==> config.mk <==
export PLATFORM = sky130hd
export DESIGN_NAME = tag_lookup_unit
export DESIGN_NICKNAME = d
export VERILOG_FILES = /design/src/rtl/cache_pkg.sv /design/src/rtl/valid_bit_array.sv /design/src/rtl/tag_lookup_unit.sv
export SDC_FILE = /design/constraint.sdc
export NUM_CORES = 1
export LEC_CHECK = 0
export CORE_MARGIN = 1
export CORE_UTILIZATION = 47
export CTS_BUF_LIST = sky130_fd_sc_hd__clkbuf_16
export DETAILED_ROUTE_END_ITERATION = 12
export GPL_TIMING_DRIVEN = 0
export PLACE_DENSITY = 0.89
export REMOVE_ABC_BUFFERS = 1
export SYNTH_ARGS = -nofsm -noshare
export SYNTH_HDL_FRONTEND = slang
export SYNTH_SLANG_ARGS = --single-unit
==> constraint.sdc <==
create_clock -name clk_i -period 4.4 [get_ports clk_i]
set_clock_uncertainty 0.15 [all_clocks]
set_input_delay 1.32 -clock clk_i [delete_from_list [all_inputs] [get_ports clk_i]]
set_output_delay 1.32 -clock clk_i [all_outputs]
set_load 0.05 [all_outputs]
==> src/rtl/cache_pkg.sv <==
// Shared cache types: lookup FSM states, address field types, default widths.
package cache_pkg;

  localparam int INDEX_WIDTH_DEF  = 6;
  localparam int TAG_SIZE_DEF     = 20;
  localparam int OFFSET_WIDTH_DEF = 6;
  localparam int ADDR_WIDTH_DEF   =
    TAG_SIZE_DEF + INDEX_WIDTH_DEF + OFFSET_WIDTH_DEF;

  typedef enum logic [1:0] {
    IDLE,
    LOOKUP,
    REFILL,
    UPDATE
  } lookup_state_t;

  typedef logic [TAG_SIZE_DEF-1:0]     tag_t;
  typedef logic [INDEX_WIDTH_DEF-1:0]  index_t;
  typedef logic [OFFSET_WIDTH_DEF-1:0] offset_t;

  typedef struct packed {
    tag_t    tag;
    index_t  index;
    offset_t offset;
  } cache_addr_t;

endpackage

==> src/rtl/valid_bit_array.sv <==
// Per-line valid flags: set one line by index, clear all (clear wins),
// combinational read of the flop array.
module valid_bit_array #(
  parameter int INDEX_WIDTH = 6
) (
  input  logic                   clk_i,
  input  logic                   rst_i,
  input  logic                   set_i,
  input  logic [INDEX_WIDTH-1:0] set_index_i,
  input  logic                   clear_all_i,
  input  logic [INDEX_WIDTH-1:0] rd_index_i,
  output logic                   rd_valid_o
);

  localparam int DEPTH = 1 << INDEX_WIDTH;

  logic [DEPTH-1:0] valid_q;

  always_ff @(posedge clk_i or posedge rst_i) begin
    if (rst_i) begin
      valid_q <= '0;
    end else if (clear_all_i) begin
      valid_q <= '0;
    end else if (set_i) begin
      valid_q[set_index_i] <= 1'b1;
    end
  end

  assign rd_valid_o = valid_q[rd_index_i];

endmodule

==> src/rtl/tag_lookup_unit.sv <==
// Cache tag lookup stage: hit/miss check, refill request, tag write-back.
// Optional TAG_LOOKUP_STATS_EN adds 32-bit hit/miss counters.
module tag_lookup_unit
  import cache_pkg::*;
#(
  parameter int  INDEX_WIDTH  = INDEX_WIDTH_DEF,
  parameter int  TAG_SIZE     = TAG_SIZE_DEF,
  parameter int  OFFSET_WIDTH = OFFSET_WIDTH_DEF,
  localparam int ADDR_WIDTH   = TAG_SIZE + INDEX_WIDTH + OFFSET_WIDTH
) (
  input  logic                   clk_i,
  input  logic                   rst_i,
  input  logic                   req_valid_i,
  input  logic [ADDR_WIDTH-1:0]  req_address_i,
  output logic                   req_ready_o,
  input  logic                   flush_i,
  output logic [INDEX_WIDTH-1:0] tag_address_o,
  output logic                   tag_read_o,
  output logic                   tag_write_o,
  output logic [TAG_SIZE-1:0]    tag_write_data_o,
  input  logic [TAG_SIZE-1:0]    tag_read_data_i,
  output logic                   refill_req_o,
  output logic [ADDR_WIDTH-1:0]  refill_address_o,
  input  logic                   refill_done_i,
  output logic                   resp_valid_o,
  output logic                   hit_o
`ifdef TAG_LOOKUP_STATS_EN
  ,
  output logic [31:0]            hit_count_o,
  output logic [31:0]            miss_count_o
`endif
);

  lookup_state_t state_q, state_d;

  logic [TAG_SIZE-1:0]    tag_q;
  logic [INDEX_WIDTH-1:0] index_q;
  logic [TAG_SIZE-1:0]    req_tag;
  logic [INDEX_WIDTH-1:0] req_index;

  logic req_ready_q;
  logic resp_valid_q;
  logic hit_q;
  logic refill_req_q;
  logic [ADDR_WIDTH-1:0] refill_addr_q;

  logic accept;
  logic flush_apply;
  logic line_valid;
  logic lookup_hit;
  logic valid_set;

  assign req_tag   = req_address_i[ADDR_WIDTH-1 -: TAG_SIZE];
  assign req_index = req_address_i[OFFSET_WIDTH +: INDEX_WIDTH];

  // Flush wins over a simultaneous request.
  assign flush_apply = (state_q == IDLE) && flush_i;
  assign accept      = (state_q == IDLE) && req_valid_i && !flush_i;
  assign lookup_hit  = line_valid && (tag_read_data_i == tag_q);

  valid_bit_array #(
    .INDEX_WIDTH (INDEX_WIDTH)
  ) u_valid (
    .clk_i       (clk_i),
    .rst_i       (rst_i),
    .set_i       (valid_set),
    .set_index_i (index_q),
    .clear_all_i (flush_apply),
    .rd_index_i  (index_q),
    .rd_valid_o  (line_valid)
  );

  always_comb begin
    state_d          = state_q;
    tag_read_o       = 1'b0;
    tag_write_o      = 1'b0;
    tag_address_o    = '0;
    tag_write_data_o = '0;
    valid_set        = 1'b0;
    unique case (state_q)
      IDLE: begin
        if (accept) begin
          tag_read_o    = 1'b1;
          tag_address_o = req_index;
          state_d       = LOOKUP;
        end
      end
      LOOKUP: begin
        state_d = lookup_hit ? IDLE : REFILL;
      end
      REFILL: begin
        if (refill_done_i) begin
          state_d = UPDATE;
        end
      end
      UPDATE: begin
        tag_write_o      = 1'b1;
        tag_address_o    = index_q;
        tag_write_data_o = tag_q;
        valid_set        = 1'b1;
        state_d          = IDLE;
      end
      default: begin
        state_d = IDLE;
      end
    endcase
  end

  always_ff @(posedge clk_i or posedge rst_i) begin
    if (rst_i) begin
      state_q       <= IDLE;
      tag_q         <= '0;
      index_q       <= '0;
      req_ready_q   <= 1'b1;
      resp_valid_q  <= 1'b0;
      hit_q         <= 1'b0;
      refill_req_q  <= 1'b0;
      refill_addr_q <= '0;
    end else begin
      state_q      <= state_d;
      req_ready_q  <= (state_d == IDLE);
      refill_req_q <= (state_d == REFILL);
      hit_q        <= (state_q == LOOKUP) && lookup_hit;
      // Response strobe lands one cycle after the deciding cycle.
      resp_valid_q <= ((state_q == LOOKUP) && lookup_hit) ||
                      ((state_q == REFILL) && refill_done_i);
      if (accept) begin
        tag_q   <= req_tag;
        index_q <= req_index;
      end
      if ((state_q == LOOKUP) && !lookup_hit) begin
        refill_addr_q <= {tag_q, index_q, {OFFSET_WIDTH{1'b0}}};
      end
    end
  end

  assign req_ready_o      = req_ready_q;
  assign resp_valid_o     = resp_valid_q;
  assign hit_o            = hit_q;
  assign refill_req_o     = refill_req_q;
  assign refill_address_o = refill_addr_q;

`ifdef TAG_LOOKUP_STATS_EN
  logic [31:0] hit_cnt_q;
  logic [31:0] miss_cnt_q;

  always_ff @(posedge clk_i or posedge rst_i) begin
    if (rst_i) begin
      hit_cnt_q  <= '0;
      miss_cnt_q <= '0;
    end else if (flush_apply) begin
      hit_cnt_q  <= '0;
      miss_cnt_q <= '0;
    end else if (resp_valid_q) begin
      if (hit_q) begin
        hit_cnt_q <= hit_cnt_q + 32'd1;
      end else begin
        miss_cnt_q <= miss_cnt_q + 32'd1;
      end
    end
  end

  assign hit_count_o  = hit_cnt_q;
  assign miss_count_o = miss_cnt_q;
`endif

endmodule
== Word level (Yosys, flattened, before mapping) ==
Index checks and enable logic that the tools add are counted.

* Flip-flop bits (word level): 122
* Bits of input ports: 57
* Output and inout bits: 64

* Magnitude comparators: 2
* Eq/ne operators: 5
* Mux-type cells: 16
* Bitwise operators: 1
* Reduce and logical (&&, ||, !) cells: 14

{| class="wikitable"
|+ Operators with widths
! cell !! count
|-
| $mux 64 || 2
|-
| $or 64x64->64 || 1
|-
| $eq 20x20->1 || 1
|-
| $mux 20 || 1
|-
| $pmux 6 s2 || 1
|-
| $logic_and 1x1->1 || 8
|-
| $pmux 2 s4 || 1
|-
| $lt 6x7->1 const B || 1
|-
| $bmux 1 s6 || 1
|-
| $demux 1 s6 || 1
|-
| $eq 2x2->1 const B || 3
|-
| $ge 6x1->1 const B || 1
|-
| $mux 2 || 3
|-
| $mux 6 || 1
|-
| $mux 1 || 5
|-
| $logic_not 2->1 || 2
|-
| $eq 2x1->1 const B || 1
|-
| $logic_not 1->1 || 2
|-
| $reduce_bool 2->1 || 1
|-
| $logic_or 1x1->1 || 1
|}

== Longest topological paths before layout ==
Gate-level depths: netlist of run 1.

* Word-level depth: 7
* Gate-level depth with buffers: 9
* Gate-level depth less buffers: 8

== Hierarchy ==
From an unflattened synthesis of run 1, not the netlist that was laid out.

* Cell total of the unflattened synthesis: 546
* Area total of the unflattened synthesis: 5748.0 um2

{| class="wikitable"
|+ By module, submodules not included
! module !! instances !! cells an instance !! area each (um2)
|-
| valid_bit_array || 1 || 276 || 2975.4
|-
| tag_lookup_unit || 1 || 270 || 2772.7
|}

== Worst setup path after synthesis of run 1 ==
No wires, ideal clock.

* Kind: input to output
* Start point: input port req_valid_i
* End point: output port tag_address_o[2]
* Data arrival time: 2.997 ns
* Required time: 2.930 ns
* Setup slack: -0.067 ns
* Stages on the path: 7
* Cell sequence: nand2_1 or2_2 clkbuf_1 inv_1 clkbuf_1 nand2_1 a21oi_1

* Longest elaborated chain between the ends: 4

{| class="wikitable"
|+ RTL lines
! item !! RTL line !! RTL
|-
| start, declared || tag_lookup_unit.sv:13 || <nowiki>input logic req_valid_i,</nowiki>
|-
| $logic_and 1x1->1 (2 in a row) || tag_lookup_unit.sv:58 || <nowiki>assign accept = (state_q == IDLE) && req_valid_i && !flush_i;</nowiki>
|-
| $mux 6 || tag_lookup_unit.sv:82 || <nowiki>if (accept) begin</nowiki>
|-
| $pmux 6 s2 || tag_lookup_unit.sv:80 || <nowiki>unique case (state_q)</nowiki>
|-
| end, declared || tag_lookup_unit.sv:17 || <nowiki>output logic [INDEX_WIDTH-1:0] tag_address_o,</nowiki>
|}

Every way passes these cells.

== Final worst setup path of run 1 ==
* Start point: input port req_valid_i
* End point: output port tag_address_o[5]

The elaborated chain is that of the path after synthesis.

==> results of run 1 <==
per-stage QoR:
step                      setup slack (ns)  instances  setup TNS, ns
after global placement               -1.81        827        -245.82
after detailed placement             -1.51        829         -14.78
after global routing               -0.0588        870        -0.0759
final                             -0.00444        870       -0.00444
after CTS                          0.00340        867              0
after floorplan                     -0.559        551         -40.88
final timing paths:
check                                                startpoint  cells past startpoint                         endpoint
worst max-delay path                                req_valid_i                      8                 tag_address_o[5]
worst min-delay path            u_valid.valid_q[17]$_DFFE_PP0P_                      2  u_valid.valid_q[17]$_DFFE_PP0P_
worst max register to register           index_q[1]$_DFFE_PP0N_                      6  refill_address_o[8]$_DFFE_PP0P_
worst min register to register  u_valid.valid_q[17]$_DFFE_PP0P_                      2  u_valid.valid_q[17]$_DFFE_PP0P_
max in group asynchronous                                 rst_i                      3            req_ready_o$_DFF_PP1_
min in group asynchronous                                 rst_i                      2            tag_q[15]$_DFFE_PP0N_
critical path, stage by stage:
cell and delay, ns:
clkdlybuf4s50_1 0.46, nand2_1 0.07, or2_4 0.26, clkinvlp_4 0.16, buf_4 0.13, nand2_1 0.08, a21oi_1 0.18, clkbuf_4 0.27
metal layers:
layer / share of wire [%] / up-vias / track usage (%)
li1: - / 2198 / -
met1: 37 / 2518 / 33.4
met2: 50 / 364 / 45.0
met3: 9.7 / 64 / 8.66
met4: 3.3 / 0 / 13.9
met5: 0 / - / 0
cells in the final DEF (no fill, tap or decap), types with 5 or more instances in the layout:
cell / synthesis / routed
nor2b_1: 5 / 5
o21ai_0: 6 / 6
ha_1: 6 / 5
mux2i_1: 8 / 8
clkbuf_16: 0 / 17
mux2_2: 10 / 10
xnor2_1: 8 / 8
and3_1: 5 / 5
conb_1: 1 / 6
inv_1: 6 / 8
mux2_4: 20 / 20
dfrtp_1: 121 / 120
a31oi_1: 9 / 9
a21oi_1: 69 / 67
nand2_1: 87 / 86
clkdlybuf4s50_1: 0 / 101
xor2_1: 12 / 12
nor3_1: 10 / 10
a221oi_1: 12 / 12
and2_1: 25 / 24
clkinv_2: 0 / 6
nor2_1: 82 / 82
report_power, final:
group | total [mW] | internal (mW) | switching, mW
Combinational | 2.73 | 1.07 | 1.66
Clock | 1.30 | 0.812 | 0.487
Sequential | 1.91 | 1.45 | 0.454
Total | 5.94 | 3.34 | 2.60
state kept, by name, indices dropped and copies added (netlist names):
| signal | count |
|---|---|
| index_q | 6 |
| state_q | 2 |
| u_valid.valid_q | 64 |
| refill_req_o | 1 |
| req_ready_o | 1 |
| resp_valid_o | 1 |
| refill_address_o | 26 |
| tag_q | 20 |
| hit_o | 1 |
kinds of logic after synthesis:
logic type      count (synthesis)  share of synthesized area [%]
simple gates                  237                           18.3
flops                         122                           51.9
compound gates                113                           12.0
buf+inv                        48                           4.32
mux                            40                           9.15
xor+xnor                       20                           2.98
fa+ha+maj                       6                           1.28
other cells                     1                         0.0638
final cells by class:
| cell class | count | share of cell area, % |
|---|---|---|
| sequential | 122 | 39.9 |
| clock buffer | 17 | 5.55 |
| multi-input combinational | 424 | 34.3 |
| timing repair buffer | 116 | 15.4 |
| tap | 168 | 2.74 |
| inverter | 7 | 0.457 |
| clock inverter | 15 | 1.57 |
| timing repair inverter | 1 | 0.0653 |
timing repair:
action	in CTS	in global routing
endpoints found under the setup margin	7	52
pin swaps	1	4
buffers inserted	4	2
gates resized for setup	36	11
gates cloned	2	1
hold buffers	0	0
==> impl_metrics.py, run 1 <==
metrics = {
    "outcome": {
        "status": "finished with violations",
        "violations": "negative setup slack",
    },
    "clock_network": {
        "clockBufferDepth": 2,
        "root_buffer": "clkbuf_16",
        "cts.clk_slew.worst_paths_ns": 0.05,
        "cts_buffers": 17,
        "cts_tree": "built",
        "cts.sinks": 122,
        "clk_latency_ns": 0.42,
        "h-tree-depth": 4,
    },
    "final_layout": {
        "multi_input_area_um2": 2630,
        "seqCellArea_um2": 3060,
        "area_growth_pct": 30.2,
        "fill_cells": 887,
        "drive_gt1_share_pct": 13.4,
        "final_cell_area_um2": 7660,
        "nets": 752,
        "final_util_pct": 63.3,
        "antenna_cells": 0,
    },
    "timing": {
        "slew_viol_final": 0,
        "tightestPinTransition_ns": 1.35,
        "fmax_ghz": 0.227,
        "maxSlewHeadroom_pct": 10.3,
        "fin_crit_ns": 4.40,
        "fin_crit_sh_pct": 100,
        "hold_violations": 0,
        "rsz0062_at_grt": "true",
        "layout_setup_ws_ns": -0.00444,
        "fin_hold_ws_ns": 0.344,
        "finalSetupViolCount": 1,
    },
    "floorplan": {
        "start_util_pct": 48.6,
        "rows": 40,
        "die_area_um2": 13000,
        "fp.coreArea_um2": 12100,
        "fp.dieW_um": 114,
        "die_h_um": 114,
        "pin_count": 121,
    },
    "synth": {
        "synth_warnings": 0,
        "synth_area_leader_cell": "dfrtp_1",
        "syn_area_um2": 5880,
        "synth_area_leaders": "dfrtp_1 51%, a21oi_1 5.9%, nand2_1 5.6%",
        "ys_seq_elements": 122,
        "synthCells": 587,
        "yosysMostFrequentCell": "dfrtp_1",
        "synth_commonest_cells": "121 x dfrtp_1, 87 x nand2_1, 82 x nor2_1",
        "synth_edf_count": 0,
        "synth_top_area_share_pct": 51.5,
        "synth-seq-area-share_pct": 51.9,
        "post_synth.cell_area_avg_um2": 10.0,
        "async_flop_share_pct": 100,
        "synth-main-ff-cell": "dfrtp_1",
        "synth_cell_types": 50,
    },
    "route": {
        "drt-initial-drc-count": 515,
        "via_per_inst": 5.91,
        "drc": 0,
        "wl_per_cell_um": 19.6,
        "antenna_left": 0,
        "vias": 5144,
        "drtPass1Iterations": 5,
        "routed_wirelength_um": 17000,
    },
    "pwr": {
        "p_leak_nw": 3.53,
        "ir_worst_vdd_mv": 0.469,
        "power_mw": 5.94,
        "power_density_nw_per_um2": 775,
    },
    "global_route": {
        "grt_usage_pct": 27.7,
        "grt-ovfl-total": 0,
        "grt_max_degree": 104,
        "grt_pass1_vias": 5313,
        "antenna_found_initial": 0,
        "grt_pass1_wl_um": 27400,
    },
    "worst_setup_path": {
        "r2r_slack_ns": 0.18,
        "worstPathMaxFanout": 7,
        "endpoint_kind": "output pin",
        "worstPathArrival_ns": 2.93,
        "critPathLaunchType": "primary input",
        "crit_required_ns": 2.93,
        "critical_path_class": "in2out",
    },
    "job": {
        "maxCapViolCount": 0,
    },
    "placed_design": {
        "gp_congestion": 0.890,
        "hpwl_um": 10200,
        "port_buffers": 108,
        "placed_cell_area_um2": 7020,
    },
    "min_path": {
        "hold_path.class": "reg2reg",
    },
}
Note: power is estimated with default switching activity, not from simulation.
==> inputs of run 2 (changes only) <==
--- a/config.mk
+++ b/config.mk
@@ -12,6 +12,7 @@
 export GPL_TIMING_DRIVEN = 0
 export PLACE_DENSITY = 0.89
 export REMOVE_ABC_BUFFERS = 1
+export SKIP_CTS_REPAIR_TIMING = 1
 export SYNTH_ARGS = -nofsm -noshare
 export SYNTH_HDL_FRONTEND = slang
 export SYNTH_SLANG_ARGS = --single-unit
==> impl_metrics.py, run 2 (synthesis results as in run 1) <==
metrics = {
    "floorplan": {
        "die_area_um2": 13000,
        "pin_count": 121,
        "fp.dieW_um": 114,
        "rows": 40,
        "fp.coreArea_um2": 12100,
        "start_util_pct": 48.6,
        "die_h_um": 114,
    },
    "timing": {
        "fin_crit_sh_pct": 100,
        "fmax_ghz": 0.227,
        "tightestPinTransition_ns": 1.33,
        "layout_setup_ws_ns": -0.0130,
        "hold_violations": 0,
        "fin_crit_ns": 4.41,
        "slew_viol_final": 0,
        "fin_setup_tns_ns": -0.0130,
        "maxSlewHeadroom_pct": 11.5,
        "rsz0062_at_grt": "true",
        "finalSetupViolCount": 1,
    },
    "clock_network": {
        "clockBufferDepth": 2,
        "cts_buffers": 17,
        "cts.sinks": 122,
        "h-tree-depth": 4,
        "clk_latency_ns": 0.41,
        "cts.clk_slew.worst_paths_ns": 0.05,
        "root_buffer": "clkbuf_16",
        "cts_tree": "built",
    },
    "route": {
        "drt-initial-drc-count": 589,
        "routed_wirelength_um": 17100,
        "antenna_left": 0,
        "vias": 5153,
        "drtPass1Iterations": 8,
        "via_per_inst": 5.90,
        "drc": 0,
        "wl_per_cell_um": 19.6,
    },
    "global_route": {
        "grt_usage_pct": 27.1,
        "grt-ovfl-total": 0,
        "grt_pass1_wl_um": 26900,
        "grt_pass1_vias": 5269,
        "grt_max_degree": 104,
        "antenna_found_initial": 0,
    },
    "placed_design": {
        "port_buffers": 108,
        "gp_congestion": 0.890,
        "hpwl_um": 10200,
        "dp_worst_setup_slack_ns": -1.51,
    },
    "final_layout": {
        "area_growth_pct": 30.8,
        "largest_register_ffs": 64,
        "final_common_cell": "dfrtp_1",
        "seqCellArea_um2": 3060,
        "antenna_cells": 0,
        "nets": 755,
        "top_register": "u_valid.valid_q",
        "layout_common_cells": "120 x dfrtp_1, 101 x clkdlybuf4s50_1, 85 x nand2_1",
        "fill_cells": 875,
        "multi_input_area_um2": 2640,
        "final_util_pct": 63.5,
        "drive_gt1_share_pct": 14.0,
    },
    "worst_setup_path": {
        "endpoint_kind": "output pin",
        "crit_required_ns": 2.93,
        "worstPathArrival_ns": 2.94,
        "worstPathMaxFanout": 7,
        "critical_path_class": "in2out",
        "critPathLaunchType": "primary input",
    },
    "pwr": {
        "p_clk_share_pct": 21.8,
        "switching_share_pct": 43.9,
        "power.internal_mw": 3.34,
        "ir_worst_vdd_mv": 0.469,
        "switchingPower_mw": 2.61,
        "pwr-share-seq_pct": 32.2,
        "p_leak_nw": 3.55,
        "combPwrFrac_pct": 46.1,
        "power_density_nw_per_um2": 774,
    },
    "outcome": {
        "status": "finished with violations",
        "violations": "negative setup slack",
    },
    "min_path": {
        "hold_path.class": "reg2reg",
    },
    "job": {
        "maxCapViolCount": 0,
    },
}
## run 2: layer usage
| metal | wire (um) | GRT usage [%] | vias up |
|---|---|---|---|
| li1 | - | - | 2201 |
| met4 | 558 | 13.7 | 0 |
| met3 | 1790 | 8.77 | 74 |
| met5 | 0 | 0 | - |
| met1 | 6260 | 32.7 | 2521 |
| met2 | 8490 | 43.8 | 357 |
## run 2: cell type report
class / instances / area share [%]
clock buffer: 17 / 5.53
clock inverter: 15 / 1.56
inverter: 7 / 0.455
multi-input combinational: 424 / 34.3
sequential: 122 / 39.7
tap: 168 / 2.73
timing repair buffer: 119 / 15.6
timing repair inverter: 1 / 0.0651
## run 2: power by group through the flow
stage          clock, mW  combinational (mW)  sequential, mW
2_1_floorplan          0                1.43            2.18
3_3_place_gp           0                2.50            1.86
3_5_place_dp           0                2.60            1.89
4_1_cts             1.30                2.64            1.89
5_1_grt             1.36                2.90            1.95
6_report            1.30                2.74            1.91
## run 2: worst paths after layout
| path | startpoint | to | slack (ns) | cells after the start |
|---|---|---|---|---|
| worst max-delay path | req_valid_i | tag_address_o[4] | -0.01 | 8 |
| worst min-delay path | u_valid.valid_q[24]$_DFFE_PP0P_ | u_valid.valid_q[24]$_DFFE_PP0P_ | 0.34 | 2 |
| worst max register to register | index_q[1]$_DFFE_PP0N_ | refill_address_o[26]$_DFFE_PP0P_ | 0.22 | 6 |
| worst min register to register | u_valid.valid_q[24]$_DFFE_PP0P_ | u_valid.valid_q[24]$_DFFE_PP0P_ | 0.34 | 2 |
| max in group asynchronous | rst_i | req_ready_o$_DFF_PP1_ | 2.26 | 3 |
| min in group asynchronous | rst_i | refill_address_o[21]$_DFFE_PP0P_ | 1.07 | 2 |
## run 2: through the flow
| step | instance area, um^2 | hold WS [ns] | cells | power (mW) |
|---|---|---|---|---|
| after floorplan | 5670 | 0.305 | 551 | 3.62 |
| after global placement | 6960 | 0.319 | 827 | 4.36 |
| after detailed placement | 7020 | 0.332 | 829 | 4.49 |
| after CTS | 7560 | 0.344 | 861 | 5.83 |
| after global routing | 7690 | 0.370 | 873 | 6.21 |
| final | 7690 | 0.343 | 873 | 5.96 |
## run 2: critical path, cell delays in order
cell and delay [ns]:
clkdlybuf4s50_1 0.46, nand2_1 0.06, or2_4 0.29, clkinvlp_4 0.15, buf_6 0.15, nand2_1 0.10
a21oi_2 0.21, buf_6 0.19
